===== config.mk =====
export PLATFORM = sky130hd
export DESIGN_NAME = bcd_to_binary_seq_converter_flat
export DESIGN_NICKNAME = d
export VERILOG_FILES = /design/src/rtl/bcd2bin_pkg.sv /design/src/rtl/bcd_to_binary_seq_converter_if.sv /design/src/rtl/bcd2bin_mac10.sv /design/src/rtl/bcd_to_binary_seq_converter.sv /design/src/flat_wrapper.sv
export SDC_FILE = /design/constraint.sdc
export NUM_CORES = 1
export LEC_CHECK = 0
export BUFFER_PORTS_ARGS = -buffer_cell sky130_fd_sc_hd__buf_2
export CELL_PAD_IN_SITES_DETAIL_PLACEMENT = 1
export CELL_PAD_IN_SITES_GLOBAL_PLACEMENT = 2
export CORE_MARGIN = 3
export CORE_UTILIZATION = 36
export CTS_CLUSTER_DIAMETER = 30
export DETAILED_ROUTE_END_ITERATION = 7
export PLACE_DENSITY = 0.89
export SLEW_MARGIN = 20
export SYNTH_ARGS = -nofsm -noshare
export SYNTH_HDL_FRONTEND = slang
export SYNTH_SLANG_ARGS = --single-unit

===== constraint.sdc =====
create_clock -name clk -period 5.35 [get_ports clk]
set_clock_uncertainty 0.2 [all_clocks]
set_input_delay 0.8025 -clock clk [delete_from_list [all_inputs] [get_ports clk]]
set_output_delay 0.8025 -clock clk [all_outputs]
set_load 0.05 [all_outputs]

===== src/rtl/bcd2bin_pkg.sv =====
// ---------------------------------------------------------------------------
// bcd2bin_pkg
// Shared types and constants for the sequential packed-BCD to binary
// converter (bcd_to_binary_seq_converter).
//   bcd2bin_state_e    : converter FSM states (IDLE, CONV, DONE)
//   BCD_DIGIT_W        : bits per BCD digit
//   MAX_DIGIT          : largest legal BCD digit value
//   bcd2bin_min_width  : smallest binary width that can hold 10**n - 1
// ---------------------------------------------------------------------------
package bcd2bin_pkg;

  typedef enum logic [1:0] {
    IDLE = 2'd0,
    CONV = 2'd1,
    DONE = 2'd2
  } bcd2bin_state_e;

  localparam int BCD_DIGIT_W = 4;
  localparam logic [BCD_DIGIT_W-1:0] MAX_DIGIT = 4'd9;

  // ceil(log2(10**n)): the narrowest width holding every n-digit decimal.
  function automatic int bcd2bin_min_width(input int n);
    longint p;
    int     w;
    p = 1;
    w = 0;
    for (int i = 0; i < n; i++) begin
      p = p * 10;
    end
    while ((longint'(1) << w) < p) begin
      w = w + 1;
    end
    return w;
  endfunction

endpackage


===== src/rtl/bcd_to_binary_seq_converter_if.sv =====
// ---------------------------------------------------------------------------
// bcd_to_binary_seq_converter_if
// Handshake bundle for the BCD to binary converter.
//   in_valid  / in_ready  / bcd_in           : operand side
//   out_valid / out_ready / bin_out / err    : result side
// Modports:
//   master : the producer/consumer around the converter
//   slave  : the converter itself
// N_DIGITS and BIN_W must match the converter instance bound to it.
// ---------------------------------------------------------------------------
interface bcd_to_binary_seq_converter_if
  import bcd2bin_pkg::*;
#(
  parameter int N_DIGITS = 4,
  parameter int BIN_W    = 14
) ();

  logic                              in_valid;
  logic                              in_ready;
  logic [BCD_DIGIT_W*N_DIGITS-1:0]   bcd_in;
  logic                              out_valid;
  logic                              out_ready;
  logic [BIN_W-1:0]                  bin_out;
  logic                              err;

  modport master (
    output in_valid,
    output bcd_in,
    output out_ready,
    input  in_ready,
    input  out_valid,
    input  bin_out,
    input  err
  );

  modport slave (
    input  in_valid,
    input  bcd_in,
    input  out_ready,
    output in_ready,
    output out_valid,
    output bin_out,
    output err
  );

endinterface


===== src/rtl/bcd2bin_mac10.sv =====
// ---------------------------------------------------------------------------
// bcd2bin_mac10
// Combinational multiply-by-ten-and-add step: acc_next = acc*10 + digit,
// built from two shifts and an add so no multiplier is inferred.
//   acc      in  ACC_W  running accumulator
//   digit    in  4      BCD digit consumed this step
//   acc_next out ACC_W  updated accumulator (wraps modulo 2**ACC_W)
//   invalid  out 1      digit is not a legal BCD value (> 9)
// ---------------------------------------------------------------------------
module bcd2bin_mac10
  import bcd2bin_pkg::*;
#(
  parameter int ACC_W = 18
) (
  input  logic [ACC_W-1:0]       acc,
  input  logic [BCD_DIGIT_W-1:0] digit,
  output logic [ACC_W-1:0]       acc_next,
  output logic                   invalid
);

  // acc*10 = acc*8 + acc*2
  assign acc_next = (acc << 3) + (acc << 1) + ACC_W'(digit);
  assign invalid  = (digit > MAX_DIGIT);

endmodule


===== src/rtl/bcd_to_binary_seq_converter.sv =====
// ---------------------------------------------------------------------------
// bcd_to_binary_seq_converter
// Iterative packed-BCD to binary converter, one decimal digit per clock,
// most significant digit first, with valid/ready flow control on both sides.
//   clk  in  1      rising-edge clock
//   rst  in  1      asynchronous active-high reset
//   bus  slave modport of bcd_to_binary_seq_converter_if:
//        in_valid/in_ready/bcd_in, out_valid/out_ready/bin_out/err
// A result appears N_DIGITS clocks after the operand is accepted and is
// held until out_ready. While a result is being taken, a new operand can be
// accepted in the same cycle (in_ready follows out_ready in DONE).
// Optional feature macro: BCD2BIN_DIGIT_CHECK_EN
//   defined   : digits > 9 set a sticky err and force bin_out to 0
//   undefined : err tied to 0, digits used raw
// ---------------------------------------------------------------------------
module bcd_to_binary_seq_converter
  import bcd2bin_pkg::*;
#(
  parameter int N_DIGITS = 4,
  parameter int BIN_W    = 14
) (
  input  logic                           clk,
  input  logic                           rst,
  bcd_to_binary_seq_converter_if.slave   bus
);

  localparam int SR_W  = BCD_DIGIT_W * N_DIGITS;
  localparam int ACC_W = BIN_W + 4;
  localparam int CNT_W = $clog2(N_DIGITS + 1);

  // Elaboration-time parameter sanity.
  if (N_DIGITS < 1 || N_DIGITS > 9) begin : g_bad_digits
    $error("bcd_to_binary_seq_converter: N_DIGITS must be 1..9");
  end
  if (BIN_W < bcd2bin_min_width(N_DIGITS)) begin : g_bad_width
    $error("bcd_to_binary_seq_converter: BIN_W too narrow for N_DIGITS");
  end

  bcd2bin_state_e     state_reg, state_next;
  logic [SR_W-1:0]    sr_reg;
  logic [ACC_W-1:0]   acc_reg;
  logic [CNT_W-1:0]   cnt_reg;
  logic [BIN_W-1:0]   bin_out_reg;

  logic               in_ready;
  logic               out_valid;
  logic               accept;
  logic               last_digit;
  logic [ACC_W-1:0]   acc_next;

  assign accept     = bus.in_valid && in_ready;
  assign last_digit = (cnt_reg == CNT_W'(N_DIGITS - 1));

`ifdef BCD2BIN_DIGIT_CHECK_EN
  logic digit_invalid;
  logic err_seen_reg;
  logic err_reg;
  logic err_final;

  // Includes the digit being consumed on the final CONV edge.
  assign err_final = err_seen_reg | digit_invalid;
`else
  logic unused_digit_invalid;
`endif

  bcd2bin_mac10 #(
    .ACC_W (ACC_W)
  ) u_mac10 (
    .acc      (acc_reg),
    .digit    (sr_reg[SR_W-1 -: BCD_DIGIT_W]),
    .acc_next (acc_next),
`ifdef BCD2BIN_DIGIT_CHECK_EN
    .invalid  (digit_invalid)
`else
    .invalid  (unused_digit_invalid)
`endif
  );

  // ---------------- FSM: state register ----------------
  always_ff @(posedge clk or posedge rst) begin
    if (rst) begin
      state_reg <= IDLE;
    end else begin
      state_reg <= state_next;
    end
  end

  // ---------------- FSM: next state and handshake outputs ----------------
  always_comb begin
    state_next = state_reg;
    in_ready   = 1'b0;
    out_valid  = 1'b0;
    case (state_reg)
      IDLE: begin
        in_ready = 1'b1;
        if (bus.in_valid) begin
          state_next = CONV;
        end
      end
      CONV: begin
        if (last_digit) begin
          state_next = DONE;
        end
      end
      DONE: begin
        out_valid = 1'b1;
        // Back-to-back: a result being taken frees the converter this cycle.
        in_ready  = bus.out_ready;
        if (bus.out_ready) begin
          state_next = bus.in_valid ? CONV : IDLE;
        end
      end
      default: begin
        state_next = IDLE;
      end
    endcase
  end

  // ---------------- Datapath ----------------
  always_ff @(posedge clk or posedge rst) begin
    if (rst) begin
      sr_reg       <= '0;
      acc_reg      <= '0;
      cnt_reg      <= '0;
      bin_out_reg  <= '0;
`ifdef BCD2BIN_DIGIT_CHECK_EN
      err_seen_reg <= 1'b0;
      err_reg      <= 1'b0;
`endif
    end else if (state_reg == CONV) begin
      acc_reg <= acc_next;
      sr_reg  <= sr_reg << BCD_DIGIT_W;
      cnt_reg <= cnt_reg + 1'b1;
`ifdef BCD2BIN_DIGIT_CHECK_EN
      err_seen_reg <= err_final;
      if (last_digit) begin
        bin_out_reg <= err_final ? '0 : acc_next[BIN_W-1:0];
        err_reg     <= err_final;
      end
`else
      if (last_digit) begin
        bin_out_reg <= acc_next[BIN_W-1:0];
      end
`endif
    end else if (accept) begin
      // in_ready is low in CONV, so accept only happens from IDLE or DONE.
      sr_reg       <= bus.bcd_in;
      acc_reg      <= '0;
      cnt_reg      <= '0;
`ifdef BCD2BIN_DIGIT_CHECK_EN
      err_seen_reg <= 1'b0;
`endif
    end
  end

  assign bus.in_ready  = in_ready;
  assign bus.out_valid = out_valid;
  assign bus.bin_out   = bin_out_reg;
`ifdef BCD2BIN_DIGIT_CHECK_EN
  assign bus.err       = err_reg;
`else
  assign bus.err       = 1'b0;
`endif

endmodule


===== src/flat_wrapper.sv =====
// flat-port wrapper written by rule: the top's interface ports become plain ports
module bcd_to_binary_seq_converter_flat import bcd2bin_pkg::*;
#(
  parameter int N_DIGITS = 4,
  parameter int BIN_W    = 14
)
  (clk, rst, bus_in_valid, bus_bcd_in, bus_out_ready, bus_in_ready, bus_out_valid, bus_bin_out, bus_err);
  bcd_to_binary_seq_converter_if #(.N_DIGITS(N_DIGITS), .BIN_W(BIN_W)) bus_i ();
  input  logic clk;
  input  logic rst;
  input wire logic [$bits(bus_i.in_valid)-1:0] bus_in_valid;
  input wire logic [$bits(bus_i.bcd_in)-1:0] bus_bcd_in;
  input wire logic [$bits(bus_i.out_ready)-1:0] bus_out_ready;
  output wire logic [$bits(bus_i.in_ready)-1:0] bus_in_ready;
  output wire logic [$bits(bus_i.out_valid)-1:0] bus_out_valid;
  output wire logic [$bits(bus_i.bin_out)-1:0] bus_bin_out;
  output wire logic [$bits(bus_i.err)-1:0] bus_err;
  assign bus_i.in_valid = bus_in_valid;
  assign bus_i.bcd_in = bus_bcd_in;
  assign bus_i.out_ready = bus_out_ready;
  assign bus_in_ready = bus_i.in_ready;
  assign bus_out_valid = bus_i.out_valid;
  assign bus_bin_out = bus_i.bin_out;
  assign bus_err = bus_i.err;
  bcd_to_binary_seq_converter #(.N_DIGITS(N_DIGITS), .BIN_W(BIN_W)) u_core (.clk(clk), .rst(rst), .bus(bus_i));
endmodule

==> results of run 1 <==
-- logic make-up after synthesis --
logic type                 after synthesis  synth area share [%]
and+or+nand+nor                         79                  13.4
AOI/OAI and AO/OA                       76                  17.7
DFF                                     48                  45.2
buffers and inverters                   29                  4.61
adders and majority gates               26                  12.8
xor gates and xnor gates                11                  4.14
muxes                                    5                  2.07
other                                    1                 0.141
-- routing by layer --
layer	vias to the layer above	GRT usage (%)
met4	0	4.21
met1	1015	22.8
met5	-	0
li1	1025	-
met2	44	26.0
met3	7	3.04
-- Yosys cell counts, types with 5 or more instances --
cell type / instances
dfrtp_1: 48
a21oi_1: 13
nor3_1: 5
nand2_1: 23
xor2_1: 6
o21ai_0: 30
inv_1: 16
nor2_1: 28
buf_2: 5
nand3_1: 8
o22ai_1: 13
clkbuf_1: 6
ha_1: 24
-- stage by stage --
stage,cells,worst slack (ps),util [%]
after floorplan,275,2690,-
after global placement,393,2630,41.4
after detailed placement,393,2510,41.4
after CTS,400,2480,43.3
after global routing,400,2240,43.3
final,400,2540,43.3
-- path summary, 6_finish.rpt --
| path | startpoint | end | slack (ps) | cells after the start |
|---|---|---|---|---|
| setup / recovery | u_core.acc_reg[0] | u_core.acc_reg[10] | 2540 | 9 |
| hold / removal | u_core.bus.bin_out[6] | u_core.bus.bin_out[6] | 280 | 2 |
| min in group asynchronous | rst | u_core.sr_reg[3] | 430 | 2 |
| hold reg to reg | u_core.bus.bin_out[6] | u_core.bus.bin_out[6] | 280 | 2 |
| max in group asynchronous | rst | u_core.acc_reg[6] | 4030 | 2 |
| setup reg to reg | u_core.acc_reg[0] | u_core.acc_reg[10] | 2540 | 9 |
-- final cells by class --
| class | count | area, sq um |
|---|---|---|
| clock buffer | 5 | 68.8 |
| timing repair buffer | 35 | 175 |
| inverter | 16 | 61.3 |
| multi-input combinational | 198 | 1340 |
| sequential | 48 | 1200 |
| clock inverter | 2 | 60.1 |
| fill | 845 | 3960 |
| tap | 96 | 120 |
-- worst min-delay path, cell delays in order, from the launching register on --
cell and delay, ps:
dfrtp_1 350, nand2_1 50, o21ai_0 60
-- cell usage in the layout, fill, tap and decap left out, types with 2 or more instances in the layout --
master,n
nand4_1,4
xor2_1,6
or3_1,2
o21ai_0,29
o22ai_1,13
dfrtp_1,48
xnor2_1,4
mux2_2,4
ha_1,24
buf_2,35
nor3_1,5
nor2_1,28
bufinv_16,2
nand2_1,23
a21o_1,4
nor2b_1,2
a21oi_1,13
nand3_1,8
a22o_1,3
clkbuf_8,5
fa_1,2
o211a_1,2
inv_1,15
o211ai_1,4
==> metrics.md, run 1 <==
| Metric | Value |
|---|---|
| Run status | finished clean |
| FF+latch count, synth | 48 |
| Core Rows | 30 |
| Detailed Route WL | 6290 microns |
| Max-slew violations | 0 |
| HPWL after detailed placement | 4660 microns |
| Share of flip-flops with an asynchronous set or reset | 100% |
| # diodes | 0 |
| Dpl cell area | 0.00289 sq mm |
| Worst setup SP type | flop |
| Worst-Margin Slew | 956 ps |
| First-pass DRT Iterations | 4 |
| Top cell type's share of synthesized area | 45.2% |
| CP cell instances | inv_1, fa_1, inv_1, fa_1, a21oi_1, o211ai_1, a21oi_1, xor2_1, o21ai_0 |
| Setup crit end kind | flop |
| Routed wl met3 | 255 microns |
| Setup TNS | 0 ps |
| Max stage delay cell, worst path | fa_1 |
| Met2 wire len | 2910 microns |
| Final Critical Period | 2810 ps |
| Buffers on Ports | 35 |
| Seq/Total Area, Yosys | 45.2% |
| Cell taking the most area after synthesis | dfrtp_1 |
| Post-synth EDFFs | 0 |
| CTS root buffer | clkbuf_8 |
| Unrepaired setup endpoints after global routing | false |
| Max FFs per register | 16 |
| Synthesized net count | 321 |
| Starting Density | between 30% and 40% |
| Layout cells sized above 1 | 17.8% |
| Relative slew margins | 35.8% |
| Largest net degree at the start of global routing | between 40 and 50 |
| CTS H-tree lvls | 2 |
| Area delta synth->final | 13.7% |
| DRC | 0 |
| Number of nets in the layout | 350 |
| Setup violations, final | 0 |
| Top delay family on crit path | adder cells |
| Worst Path Max Fanout | 4 |
| Clock-pin slew on the worst setup and hold paths | 90 ps |
| Cells after Synth | around 280 |
| Via density | 5.23 |
| Die X | 92.0 microns |
| Post-CTS Setup Bufs | 0 |
| Worst path required time | 5310 ps |
| Post-route cell area | 0.00303 sq mm |
| Synth Area per Inst | 9.67 sq um |
| Final hold violation count | 0 |
| Tot GR Track Use | 16.3% |
| Vias | 2,091 |
| Max clock buf depth | 2 |
| Min Hold Slack | 281 ps |
| Cts bufs inserted | 5 |
| Hold-fix buffers at CTS | 0 |
| Vias in the first global route | 2,231 |
| Synth warn | 0 |
| Clk sinks | 48 |
| DRC marker count from the first detailed-route iteration | 86 |
| Die height | 92.0 microns |
| Synthesized cell area | 0.00266 sq mm |
| Top Layer Used | met4 |
| First-pass GRT wire length | 11,100 microns |
| Critical path buffer and inverter count | 2 |
| Synth cell types | 41 |
| Boundary Pins | 37 |
| Tightest Hold Check Type | reg -> reg |
| Main synth FF type | dfrtp_1 |
| Setup Crit Path Kind | reg -> reg |
| Total gr overflow | 0 |
| CP max stage delay | 540 ps |
| Die ar. | 0.00846 sq mm |
| M1 WL | 3050 microns |
| Dominant cells by area after synthesis | dfrtp_1, ha_1, o21ai_0 |
| Final period utilization | between 50% and 60% |
| Resize count post-CTS | 0 |
| Max-cap violations | 0 |
| Clock Latency Late Sink | 300 ps |
| Final GP Congestion | 0.831 |
| Wire per inst | 15.7 microns |
| Core area | 0.00698 sq mm |
| Initial antenna violation count | 0 |
| Fmax | 356 MHz |
| CTS tree | done |
| Routed Antenna Nets | 0 |
| Worst Path Arrival | 2770 ps |
Power of run 1 is left out: the tool's default activity adds up to more than one toggle a clock period on the data nets, which glitch-free logic cannot reach.
==> run 2: changes to the inputs <==
CORE_UTILIZATION = 32   (was 36)
PLACE_DENSITY = 0.85   (was 0.89)
clock period = 2.43 ns   (was 5.35 ns; I/O delays follow)
==> metrics.md, run 2 (synthesis results as in run 1) <==
| Metric | Value |
|---|---|
| Vias in the first global route | 2,424 (+8.7%) |
| Layout cells sized above 1 | 28.7% (+11 points) |
| Clk sinks | 48 (unchanged) |
| Commonest non-fill, non-tap cell in the layout | dfrtp_1 |
| Fmax | 403 MHz (+13%) |
| Final period utilization | 102% (+50 points) |
| R2R setup slack | -50 ps (-2600 ps) |
| Via density | 5.05 (-3.3%) |
| Area delta synth->final | 24.7% |
| DRC | 0 (unchanged) |
| DRC marker count from the first detailed-route iteration | 66 (-23%) |
| Starting Density | 33.7% (-4.4 points) |
| Cts bufs inserted | 5 (unchanged) |
| Final hold violation count | 0 (unchanged) |
| GRT met1 Usage | 19.0% (-3.8 points) |
| Min Hold Slack | 85.4 ps (-195 ps) |
| Boundary Pins | 37 (unchanged) |
| Setup Crit Path Kind | reg -> reg |
| Initial antenna violation count | 0 (unchanged) |
| Core Rows | 32 (+6.7%) |
| Number of nets in the layout | 376 (+7.4%) |
| Largest net degree at the start of global routing | 24 (-51%) |
| Unrepaired setup endpoints after global routing | true |
| Fillers | 907 (+7.3%) |
| Final Critical Period | 2480 ps (-325 ps) |
| Most frequent cells in the layout | dfrtp_1, buf_2, nor2_1, nand2_1, buf_4 |
| CTS root buffer | clkbuf_8 |
| Die height | 97.2 microns (+5.7%) |
| Failing checks | setup timing |
| Detailed Route WL | 6950 microns (+11%) |
| Buffers on Ports | 35 (unchanged) |
| First-pass GRT wire length | 11,700 microns (+5.6%) |
| Worst setup SP type | flop |
| HPWL after detailed placement | 5060 microns (+8.6%) |
| Max-cap violations | 0 (unchanged) |
| Wire per inst | 16.1 microns (+2.2%) |
| Busiest grt layer | met2 |
| Run status | finished with violations |
| Setup crit end kind | flop |
| Global routing usage on met3 | 4.09% (+1.1 points) |
| Worst-Margin Slew | 643 ps (-313 ps) |
| Clock Latency Late Sink | 320 ps (+20 ps) |
| Hold endpoint | u_core.sr_reg[11] |
| # diodes | 0 (unchanged) |
| Worst r2r dst | u_core.acc_reg[12] |
| Max clock buf depth | 2 (unchanged) |
| Hold Path Origin | bus_bcd_in[11] |
| Worst path required time | 2410 ps (-2900 ps) |
| PnR worst setup slack | -52.4 ps (-2600 ps) |
| CTS H-tree lvls | 2 (unchanged) |
| Die X | 97.2 microns (+5.7%) |
| Relative slew margins | 57.1% (+21 points) |
| Worst Path Arrival | 2470 ps (-300 ps) |
| Die ar. | 0.00944 sq mm (+12%) |
| Core area | 0.00789 sq mm (+13%) |
| Hold path depth | 3 (+1) |
| Tightest Hold Check Type | in -> reg |
| Worst Path Max Fanout | 4 (unchanged) |
| CTS tree | done |
| Vias | 2,188 (+4.6%) |
| First-pass DRT Iterations | 4 (unchanged) |
| Met2 usage | 26.2% (+0.19 points) |
| Total gr overflow | 0 (unchanged) |
| Max-slew violations | 0 (unchanged) |
| R2R cell count | 9 (unchanged) |
| Routed Antenna Nets | 0 (unchanged) |
| Clock-pin slew on the worst setup and hold paths | 110 ps (+20 ps) |
| R2R Path Start | u_core.sr_reg[15] |
| Final GP Congestion | 0.793 (-4.6%) |
| Tot GR Track Use | 15.2% (-1.1 points) |
| Max FFs per register | 16 (unchanged) |
| Setup violations, final | 11 (+11) |
==> run 2: worst max path at each step <==
stage	start	slack [ps]	depth (start not counted)	endpoint
2_1_floorplan	u_core.acc_reg[0]	30	9	u_core.acc_reg[8]
3_3_place_gp	u_core.acc_reg[0]	-90	9	u_core.acc_reg[10]
3_5_place_dp	u_core.acc_reg[0]	-140	9	u_core.acc_reg[9]
4_1_cts	u_core.sr_reg[15]	-90	9	u_core.acc_reg[10]
5_1_grt	u_core.sr_reg[15]	-170	9	u_core.acc_reg[10]
6_report	u_core.sr_reg[15]	-50	9	u_core.acc_reg[12]
==> run 2: stage by stage <==
step           utilization (%)  setup slack, ps  instance area (sq um)  setup TNS, ps  instances
3_3_place_gp              38.8            -90.9                   3060           -911        419
4_1_cts                   41.2            -88.8                   3250           -580        431
5_1_grt                   42.1             -175                   3320          -1900        433
3_5_place_dp              38.8             -141                   3060          -1460        419
2_1_floorplan                -             26.1                   2670              0        275
6_report                  42.1            -52.4                   3320           -325        433
==> run 2: area by class of cell <==
cell class / instances / area, sq um / share of cell area, %
Sequential cell: 48 / 1200 / 36.2
Timing Repair Buffer: 61 / 380 / 11.5
Tap cell: 102 / 128 / 3.85
Inverter: 16 / 60.1 / 1.81
Clock buffer: 5 / 68.8 / 2.07
Multi-Input combinational cell: 198 / 1430 / 43.2
Clock inverter: 3 / 46.3 / 1.40
==> run 2: per-layer routing <==
layer	part of all wire [%]	routed length (microns)	vias to the layer above
met2	50	3490	41
met4	0.60	42	0
met3	4.2	292	6
met5	0	0	-
li1	-	-	1076
met1	45	3130	1065
==> run 2: critical path: stages (launching register included) <==
cell	delay [ps]
dfrtp_1	370
inv_2	50
fa_1	550
inv_2	60
fa_2	370
a21oi_4	170
o211ai_1	130
a21oi_1	180
xnor2_1	160
o21ai_0	100
==> run 2: timing repair <==
item	4_1_cts	5_1_grt
endpoints found under the setup margin	15	17
pin swaps	19	14
hold endpoints to repair	10	0
resized for setup	18	11
setup buffers	3	2
hold buffers	1	0
Power of run 2 is left out for the same reason.
==> run 3: changes to the inputs <==
HOLD_SLACK_MARGIN = 0.02   (was default)
clock period = 2 ns   (was 2.43 ns; I/O delays follow)
==> metrics.md, run 3 (synthesis results as in run 1) <==
| Metric | Value |
|---|---|
| Via density | 5.13 (+1.5%) |
| Setup violations, final | 20 (+9) |
| Initial antenna violation count | 0 (unchanged) |
| CTS H-tree lvls | 2 (unchanged) |
| Multi-input gate area | 0.00149 sq mm (+3.9%) |
| Final hold violation count | 0 (unchanged) |
| First-pass DRT Iterations | 4 (unchanged) |
| R2R setup slack | -500 ps (-450 ps) |
| Area delta synth->final | 34.7% |
| Final period utilization | 125% (+23 points) |
| Final GP Congestion | 0.787 (-0.82%) |
| Seq. cell area | 0.00120 sq mm (unchanged) |
| Layout cells sized above 1 | 36.3% (+7.6 points) |
| Worst setup SP type | flop |
| Commonest non-fill, non-tap cell in the layout | dfrtp_1 |
| CTS root buffer | clkbuf_8 |
| # diodes | 0 (unchanged) |
| Wire per inst | 16.4 microns (+2.2%) |
| Number of nets in the layout | 400 (+6.4%) |
| Die height | 97.2 microns (unchanged) |
| Clk sinks | 48 (unchanged) |
| Clock-pin slew on the worst setup and hold paths | 90 ps (-20 ps) |
| Most frequent cells in the layout | dfrtp_1, buf_4, buf_2, nor2_1, nand2_1 |
| Failing checks | setup timing |
| DRC | 0 (unchanged) |
| Max FFs per register | 16 (unchanged) |
| Max-slew violations | 0 (unchanged) |
| Fin util | 45.4% (+3.4 points) |
| Critical path buffer and inverter count | 2 (unchanged) |
| Total gr overflow | 0 (unchanged) |
| Fillers | 910 (+0.33%) |
| Core area | 0.00789 sq mm (unchanged) |
| Clock Latency Late Sink | 300 ps (-20 ps) |
| Buffers on Ports | 35 (unchanged) |
| HPWL after detailed placement | 5330 microns (+5.3%) |
| Die X | 97.2 microns (unchanged) |
| Boundary Pins | 37 (unchanged) |
| CP most frequent cell | inv_2 |
| Routed Antenna Nets | 0 (unchanged) |
| Worst path required time | 2040 ps (-370 ps) |
| Worst Path Arrival | 2550 ps (+80 ps) |
| Max clock buf depth | 2 (unchanged) |
| Worst Path Max Fanout | 4 (unchanged) |
| Setup crit end kind | flop |
| CP max stage delay | 540 ps (about the same) |
| Setup Crit Path Kind | reg -> reg |
| Tightest Hold Check Type | in -> reg |
| Die ar. | 0.00944 sq mm (unchanged) |
| PnR worst setup slack | -504 ps (-452 ps) |
| Detailed Route WL | 7500 microns (+7.8%) |
| CTS tree | done |
| Vias in the first global route | 2,393 (-1.3%) |
| Starting Density | 33.7% (unchanged) |
| Fmax | 399 MHz (-0.88%) |
| Cts bufs inserted | 5 (unchanged) |
| DRC marker count from the first detailed-route iteration | 76 (+15%) |
| Largest net degree at the start of global routing | 49 (+100%) |
| Run status | finished with violations |
| Max stage delay cell, worst path | fa_1 |
| Top delay family on crit path | adder cells |
| First-pass GRT wire length | 12,100 microns (+3.0%) |
| Final Critical Period | 2500 ps (+22.0 ps) |
| Max-cap violations | 0 (unchanged) |
| CP cell instances | inv_2, fa_1, inv_2, ha_4, a211oi_4, o21ai_2, nand4_1, or3_1, nand3_1 |
| Unrepaired setup endpoints after global routing | true |
| Vias | 2,344 (+7.1%) |
| Tot GR Track Use | 15.8% (+0.67 points) |
| Core Rows | 32 (unchanged) |
==> run 3: through the flow <==
stage	instances	setup TNS (ps)	setup WS, ps	instance area [sq um]	hold WS (ps)
2_1_floorplan	275	-4400	-359	2690	245
3_3_place_gp	440	-6880	-449	3270	157
3_5_place_dp	440	-8130	-536	3270	165
4_1_cts	453	-8050	-507	3510	24.1
5_1_grt	457	-10170	-627	3580	35.5
6_report	457	-8030	-504	3580	35.9
==> run 3: path summary, 6_finish.rpt <==
kind	to	from	cells after the start
setup / recovery	u_core.acc_reg[11]	u_core.sr_reg[15]	9
hold / removal	u_core.sr_reg[0]	bus_bcd_in[0]	3
setup reg to reg	u_core.acc_reg[11]	u_core.sr_reg[15]	9
hold reg to reg	u_core.bus.bin_out[4]	u_core.bus.bin_out[4]	2
max in group asynchronous	u_core.bus.bin_out[7]	rst	4
min in group asynchronous	u_core.sr_reg[7]	rst	4
==> run 3: metal layers <==
layer / global-route usage [%] / vias to the layer above / share of wire [%]
met4: 3.56 / 0 / 1.1
met1: 20.1 / 1174 / 43
met2: 27.8 / 45 / 52
met3: 3.09 / 8 / 3.4
li1: - / 1117 / -
met5: 0 / - / 0
==> run 3: area by class of cell <==
class                      instances  area share [%]
tap                              102            3.56
multi-input combinational        198            41.6
clock inverter                     1           0.838
clock buffer                       7            2.69
sequential                        48            33.5
inverter                          16            1.68
timing repair buffer              85            16.1
==> run 3: worst register-to-register path: stages, from the launching register on <==
cell and delay, ps:
dfrtp_1 360, inv_2 40, fa_1 540, inv_2 60, ha_4 280, a211oi_4 70, o21ai_2 220, nand4_1 210
or3_1 390, nand3_1 70
==> run 3: repair_timing <==
action	in CTS	in global routing
hold buffers	1	0
pin swaps	17	16
buffers inserted	4	4
endpoints found under the setup margin	21	21
gates resized for setup	21	9
endpoints found under the hold margin	48	0
Power of run 3 is left out for the same reason.
